[config.mk]
export PLATFORM = sky130hd
export DESIGN_NAME = uart_tx_fifo
export DESIGN_NICKNAME = d
export VERILOG_FILES = /design/src/rtl/uart_tx_fifo.sv
export SDC_FILE = /design/constraint.sdc
export NUM_CORES = 1
export LEC_CHECK = 0
export ABC_AREA = 0
export BUFFER_PORTS_ARGS = -buffer_cell sky130_fd_sc_hd__buf_2
export CELL_PAD_IN_SITES_DETAIL_PLACEMENT = 1
export CELL_PAD_IN_SITES_GLOBAL_PLACEMENT = 1
export CORE_MARGIN = 4
export CORE_UTILIZATION = 51
export DETAILED_ROUTE_END_ITERATION = 16
export GPL_TIMING_DRIVEN = 0
export PLACE_DENSITY = 0.83
export REMOVE_ABC_BUFFERS = 1
export SYNTH_ARGS = -nofsm -noshare
export SYNTH_HDL_FRONTEND = slang
export SYNTH_SLANG_ARGS = --single-unit
[constraint.sdc]
create_clock -name clk -period 3 [get_ports clk]
set_input_delay 0.9 -clock clk [delete_from_list [all_inputs] [get_ports clk]]
set_output_delay 0.9 -clock clk [all_outputs]
set_load 0.05 [all_outputs]
[src/rtl/uart_tx_fifo.sv]
// Byte FIFO feeding the uart transmitter: buffers pushed bytes and releases them as
// single-cycle transmit pulses spaced BYTE_CLKS clocks apart, flagging dropped pushes.
module uart_tx_fifo #(
  parameter int unsigned DEPTH     = 16,
  parameter int unsigned BYTE_CLKS = 4400
) (
  input  logic                    clk,
  input  logic                    rst_n,
  input  logic                    wr,
  input  logic [7:0]              wr_data,
  input  logic                    clr_ovf,
  output logic                    full,
  output logic                    empty,
  output logic [$clog2(DEPTH):0]  count,
  output logic                    overflow,
  output logic                    transmit,
  output logic [7:0]              data
);

  localparam int unsigned AW = $clog2(DEPTH);
  localparam int unsigned CW = AW + 1;
  localparam int unsigned TW = $clog2(BYTE_CLKS);

  typedef enum logic {IDLE = 1'b0, WAIT = 1'b1} state_t;

  state_t          state;
  state_t          state_nxt;
  logic [7:0]      mem [DEPTH];
  logic [AW-1:0]   wptr;
  logic [AW-1:0]   rptr;
  logic [TW-1:0]   timer;
  logic            pop_c;
  logic            dec_c;
  logic            push_c;
  logic            drop_c;
  logic [CW-1:0]   count_nxt_c;

  // Pacer state register
  always_ff @(posedge clk or negedge rst_n) begin
    if (!rst_n) state <= IDLE;
    else        state <= state_nxt;
  end

  // Pacer next state: leave IDLE on every pop, return once the slot timer expires
  always_comb begin
    state_nxt = state;
    case (state)
      IDLE:    if (!empty) state_nxt = WAIT;
      WAIT:    if (timer == '0) state_nxt = IDLE;
      default: state_nxt = IDLE;
    endcase
  end

  // Pacer outputs
  always_comb begin
    pop_c = 1'b0;
    dec_c = 1'b0;
    case (state)
      IDLE:    pop_c = !empty;
      WAIT:    dec_c = (timer != '0);
      default: ;
    endcase
  end

  // A push into a full FIFO is still accepted when the head leaves in the same cycle
  assign push_c = wr && (!full || pop_c);
  assign drop_c = wr && !push_c;

  always_comb begin
    count_nxt_c = count;
    if (push_c && !pop_c)      count_nxt_c = count + CW'(1);
    else if (pop_c && !push_c) count_nxt_c = count - CW'(1);
  end

  // Pointers, occupancy flags, overflow and transmit datapath
  always_ff @(posedge clk or negedge rst_n) begin
    if (!rst_n) begin
      wptr     <= '0;
      rptr     <= '0;
      count    <= '0;
      full     <= 1'b0;
      empty    <= 1'b1;
      overflow <= 1'b0;
      transmit <= 1'b0;
      data     <= '0;
      timer    <= '0;
    end else begin
      count    <= count_nxt_c;
      full     <= (count_nxt_c == CW'(DEPTH));
      empty    <= (count_nxt_c == '0);
      transmit <= pop_c;
      if (push_c) wptr <= wptr + AW'(1);
      if (pop_c) begin
        rptr  <= rptr + AW'(1);
        data  <= mem[rptr];
        timer <= TW'(BYTE_CLKS - 2);
      end else if (dec_c) begin
        timer <= timer - TW'(1);
      end
      if (drop_c)       overflow <= 1'b1;
      else if (clr_ovf) overflow <= 1'b0;
    end
  end

  // Storage array; contents are don't-care until written, so it carries no reset
  always_ff @(posedge clk) begin
    if (push_c) mem[wptr] <= wr_data;
  end

endmodule

==> results of run 1 <==
[Yosys cell counts (10+ instances only)]
cell      count  share of area, %
edfxtp_1    128                55
clkbuf_1     15              0.81
nand2_1      44               2.4
nand3_1      22               1.6
a22oi_1      16               1.7
o21ai_0      11              0.79
dfrtp_1      38                14
xnor2_1      10               1.3
nor2_1       23               1.2
nand4_1      10              0.90
mux2i_1      64               9.2
a21oi_1      23               1.7
[worst max path at each step]
stage                              from              endpoint  cells past startpoint
CTS                     state$_DFF_PN0_  mem[15][6]$_DFFE_PP_                      4
global placement    rptr[1]$_DFFE_PN0P_   data[3]$_DFFE_PN0P_                      4
global route            state$_DFF_PN0_   mem[8][5]$_DFFE_PP_                      4
floorplan           rptr[1]$_DFFE_PN0P_   data[0]$_DFFE_PN0P_                      4
detailed placement      state$_DFF_PN0_   mem[3][4]$_DFFE_PP_                      4
finish                  state$_DFF_PN0_   mem[8][3]$_DFFE_PP_                      4
[layer usage]
metal / track usage (%) / vias up / part of all wire (%)
met3: 5.23 / 25 / 4.6
met1: 28.7 / 2112 / 42
met4: 7.99 / 0 / 2.1
met5: 0 / - / 0
li1: - / 1886 / -
met2: 36.8 / 105 / 51
[sequential cells by signal, summed over array words and instances (netlist names), 4 cells and up]
signal	cells
rptr	4
count	5
timer	13
mem	128
data	8
wptr	4
[power by group through the flow]
stage | combinational, uW | sequential, uW | clock [uW]
after floorplan | 1200 | 3630 | 0
after global placement | 2040 | 3390 | 0
after detailed placement | 2210 | 3330 | 0
after CTS | 2250 | 3300 | 2170
after global routing | 2430 | 3360 | 2280
final | 2250 | 3310 | 2130
[worst max-delay path, stage by stage, from the launching register on]
cell	delay (ps)
dfrtp_1	510
or2_2	570
a21boi_2	420
nand2_1	240
nor2_1	720
[cell type report]
cell class	instances	area share, %
well taps	176	2.81
inverters	9	0.431
clock inverters	15	1.95
multi-input cells	286	25.7
flip-flops and latches	167	61.6
repair buffers	29	2.14
clock buffers	17	5.43
[metrics by stage]
step	util, %	instance area [sq um]
floorplan	-	6840
global placement	54.1	7200
detailed placement	54.4	7230
CTS	58.9	7830
global route	58.9	7840
finish	58.9	7840
[kinds of logic (layout without fill, tap and decap cells)]
logic type | Yosys count | in the layout | synth area share, %
flops | 167 | 167 | 69.4
simple gates | 135 | 135 | 9.82
mux | 65 | 65 | 9.39
compound gates | 63 | 63 | 5.95
buf+inv | 35 | 70 | 2.05
xor+xnor | 14 | 14 | 1.77
fa+ha+maj | 9 | 9 | 1.62
==> reports/metrics.cfg, run 1 <==
[floorplanning]
chipHeight_microns=125
die_x_microns=125
start_util_pct=52.2
ios=29
dieArea_sq_um=15600
coreArea_sq_um=13300
num_rows=42

[status]
outcome=finished clean

[power_and_ir_drop]
combPwrFrac_pct=29.2
p_clk_share_pct=27.7
finalPower_uw=7690
p_int_uw=4860
p_leak_uw=0.00283
p_switching_uw=2830
switching_share_pct=36.8
p_seq_share_pct=43.0
peakVddDrop_v=0.000529
p_per_area_nw_per_um2=982

[setup_path]
cp-start-kind=register
crit_required_ps=3060
crit_arrival_ps=2910
ff2ff_setup_slack_ps=150
endpoint_kind=register
rr_startpoint=state$_DFF_PN0_
worstSetupPathType=reg -> reg
r2r_end=mem[8][3]$_DFFE_PP_
rr_worst_depth=4
crit_fanout=23

[clock_network]
cts_tree=done
clk-insertion-delay-late_ps=430
cts.sinks=167
htree_num_levels=4
cts_resized=5
clockBufferDepth=2
cts_root_buf=clkbuf_16
cts_setup_buffers=0
ctsHoldBuffers=0
cts_buffers=17
clk_transition_reported_paths_ps=60

[logic_synthesis]
synth_cells=488
syn_area_sq_um=6950
synth_flop_cell=edfxtp_1
seq_area_frac_synth_pct=69.4
synth-edff-count=128
synth.distinct_cells=46
avgSynthCellArea_sq_um=14.2
synth_seq_cells=167
synthArstFlopShare_pct=23.4
ys_warn_count=0

[hold_path]
hp-class=reg -> reg
hold_depth=2
holdCritStartpoint=data[0]$_DFFE_PN0P_
min_to=data[0]$_DFFE_PN0P_

[finish]
area_growth_syn_to_layout_pct=12.8
multi_input_area_sq_um=2010
final_cell_mix=edfxtp_1, mux2i_1, nand2_1
diodes=0
fillers=1279
layout_commonest_cell=edfxtp_1
nNetsFinal=531
fin_cells=699
drive_gt1_share_pct=15.1
regArea_sq_um=4820

[sta]
maxSlewHeadroom_pct=13.5
final.min_clock_period_ps=2850
rsz0062_at_grt=false
setup_viol=0
totalNegativeSetupSlack_ps=0
hold_ws_ps=484
finClkSkew_ps=11.3
worst_pin_slew_ps=1290
finalCritPeriodShare_pct=94.8
fmax_mhz=351
setup_ws_ps=155
finalMaxSlewViolations=0
finalHoldViolCount=0

[place]
gp_congestion=0.758
dpl.hpwl_mm=10.4
port_buffers=28
placed_cells=667
post-place-ws_ps=-284

[global_route]
grt_pass1_wl_mm=26.1
grt-ovfl-total=0
grt_max_degree=41
track_usage_pct=22.2
antenna_found_initial=0
grt_pass1_vias=4507

[flow_run]
drv_cap=0

[route]
routed-via-count=4128
drt-total-wl_mm=16.4
routedWlPerCell_microns=23.5
drc_errors=0
drt_iter0_markers=274
drtPass1Iterations=5
final_antenna_net_count=0
viasPerCell=5.91

(Power assumes the default switching activity.)
==> run 2, diff against run 1 <==
--- a/config.mk
+++ b/config.mk
@@ -7,7 +7,7 @@
 export LEC_CHECK = 0
 export ABC_AREA = 0
 export BUFFER_PORTS_ARGS = -buffer_cell sky130_fd_sc_hd__buf_2
-export CELL_PAD_IN_SITES_DETAIL_PLACEMENT = 1
+export CELL_PAD_IN_SITES_DETAIL_PLACEMENT = 0
 export CELL_PAD_IN_SITES_GLOBAL_PLACEMENT = 1
 export CORE_MARGIN = 4
 export CORE_UTILIZATION = 51
==> reports/metrics.cfg, run 2 (synthesized netlist as in run 1, its figures left out) <==
[global_route]
antenna_found_initial=0  ; unchanged
grt_pass1_vias=4019  ; was 4,507
grt-ovfl-total=0  ; unchanged
track_usage_pct=18.6  ; was 22.2%
grt_max_degree=41  ; unchanged
grt_pass1_wl_mm=22.1  ; was 26.1 mm

[sta]
rsz0062_at_grt=false  ; unchanged
setup_viol=0  ; unchanged
hold_ws_ps=482  ; was 484 ps
finalMaxSlewViolations=0  ; unchanged
maxSlewHeadroom_pct=6.66  ; was 13.5%
final.min_clock_period_ps=2780  ; was 2850 ps
worst_pin_slew_ps=1400  ; was 1290 ps
totalNegativeSetupSlack_ps=0  ; unchanged
finalCritPeriodShare_pct=92.5  ; was 94.8%
finalHoldViolCount=0  ; unchanged
fmax_mhz=360  ; was 351 MHz
finClkSkew_ps=7.60  ; was 11.3 ps

[place]
port_buffers=28  ; unchanged
placed_cells=667  ; unchanged
gp_congestion=0.758  ; unchanged
dpl.hpwl_mm=8.73  ; was 10.4 mm

[floorplanning]
coreArea_sq_um=13300  ; unchanged
die_x_microns=125  ; unchanged
start_util_pct=52.2  ; unchanged
dieArea_sq_um=15600  ; unchanged
num_rows=42  ; unchanged
chipHeight_microns=125  ; unchanged
ios=29  ; unchanged

[setup_path]
cpMaxStageDelayCell=nor2_1  ; unchanged
endpoint_kind=register  ; unchanged
ff2ff_setup_slack_ps=220  ; was 150 ps
worstSetupPathType=reg -> reg  ; unchanged
crit_fanout=23  ; unchanged
crit_required_ps=3050  ; was 3060 ps
path_buf_inv=0  ; unchanged
path_delay_family=simple AND/OR/NAND/NOR gates  ; unchanged
cp-start-kind=register  ; unchanged
cp_slowest_stage_delay_ps=690  ; was 720 ps
crit_chain=or2_2, a21boi_2, nand2_1, nor2_1  ; unchanged
crit_arrival_ps=2820  ; was 2910 ps

[power_and_ir_drop]
p_per_area_nw_per_um2=979  ; was 982 nW/um^2
p_leak_uw=0.00287  ; was 0.00283 uW
finalPower_uw=7710  ; was 7690 uW
peakVddDrop_v=0.000431  ; was 0.000529 V

[finish]
top_register=mem  ; unchanged
largest_reg_flops=128  ; unchanged
drive_gt1_share_pct=14.7  ; was 15.1%
layout_commonest_cell=edfxtp_1  ; unchanged
fin_cells=700  ; was 699
finalCoreUtilization_pct=59.2  ; was 58.9%
nNetsFinal=532  ; was 531
fillers=1002  ; was 1,279
diodes=0  ; unchanged
final_cell_mix=edfxtp_1, mux2i_1, nand2_1  ; unchanged
top_regs=mem x128, timer x13, data x8  ; unchanged
area_growth_syn_to_layout_pct=13.3  ; was 12.8%

[clock_network]
cts.sinks=167  ; unchanged
clk-insertion-delay-late_ps=420  ; was 430 ps
htree_num_levels=4  ; unchanged
cts_root_buf=clkbuf_16  ; unchanged
cts_setup_buffers=0  ; unchanged
cts_tree=done  ; unchanged
clockBufferDepth=2  ; unchanged
clk_transition_reported_paths_ps=70  ; was 60 ps
cts_buffers=17  ; unchanged

[route]
drc_errors=0  ; unchanged
drt-total-wl_mm=14.0  ; was 16.4 mm
routed-via-count=4027  ; was 4,128
final_antenna_net_count=0  ; unchanged
routedWlPerCell_microns=20.0  ; was 23.5 microns
viasPerCell=5.75  ; was 5.91
drtPass1Iterations=5  ; unchanged
drt_iter0_markers=277  ; was 274

[hold_path]
hp-class=reg -> reg  ; unchanged

[flow_run]
drv_cap=0  ; unchanged

[status]
outcome=finished clean  ; unchanged

==> run 2: final timing paths <==
check | start | to | cells past startpoint
max | state$_DFF_PN0_ | mem[15][0]$_DFFE_PP_ | 4
min | data[3]$_DFFE_PN0P_ | data[3]$_DFFE_PN0P_ | 2
max reg2reg | state$_DFF_PN0_ | mem[15][0]$_DFFE_PP_ | 4
min reg2reg | data[3]$_DFFE_PN0P_ | data[3]$_DFFE_PN0P_ | 2
max in group asynchronous | rst_n | rptr[1]$_DFFE_PN0P_ | 1
min in group asynchronous | rst_n | data[2]$_DFFE_PN0P_ | 1
==> run 2: worst register-to-register path: cells and delay by family, from the launching register on <==
kind	cells	cell delay, ps
and+or+nand+nor	3	1500
DFF	1	500
AOI/OAI and AO/OA	1	400
==> run 2: repair_timing <==
item,4_1_cts,5_1_grt
hold buffers,0,0
resized for setup,4,1
endpoints found under the setup margin,32,83
==> run 2: power breakdown <==
| part | total (uW) | switching (uW) | internal, uW |
|---|---|---|---|
| clock network | 2250 | 921 | 1330 |
| registers | 3280 | 380 | 2900 |
| logic | 2180 | 1440 | 740 |
| total | 7710 | 2740 | 4970 |
==> run 2: layer usage <==
layer | up-vias | GRT usage (%) | part of all wire (%)
li1 | 1878 | - | -
met1 | 2020 | 25.6 | 46
met2 | 103 | 28.9 | 48
met3 | 26 | 4.12 | 3.8
met4 | 0 | 7.54 | 2.2
met5 | - | 0 | 0
==> run 2: stage by stage <==
stage                     setup WS, ps  cell area, sq um
after global routing              64.6              7870
final                              224              7870
after floorplan                   57.9              6840
after CTS                         80.3              7860
after detailed placement          -214              7230
after global placement            -995              7200
==> run 2: layout make-up <==
cell class,instances,area (sq um),share of cell area [%]
clock buffers,17,425,5.40
clock inverters,15,190,2.42
inverters,9,33.8,0.429
multi-input cells,286,2000,25.4
flip-flops and latches,167,4820,61.3
well taps,176,220,2.80
repair buffers,30,175,2.23
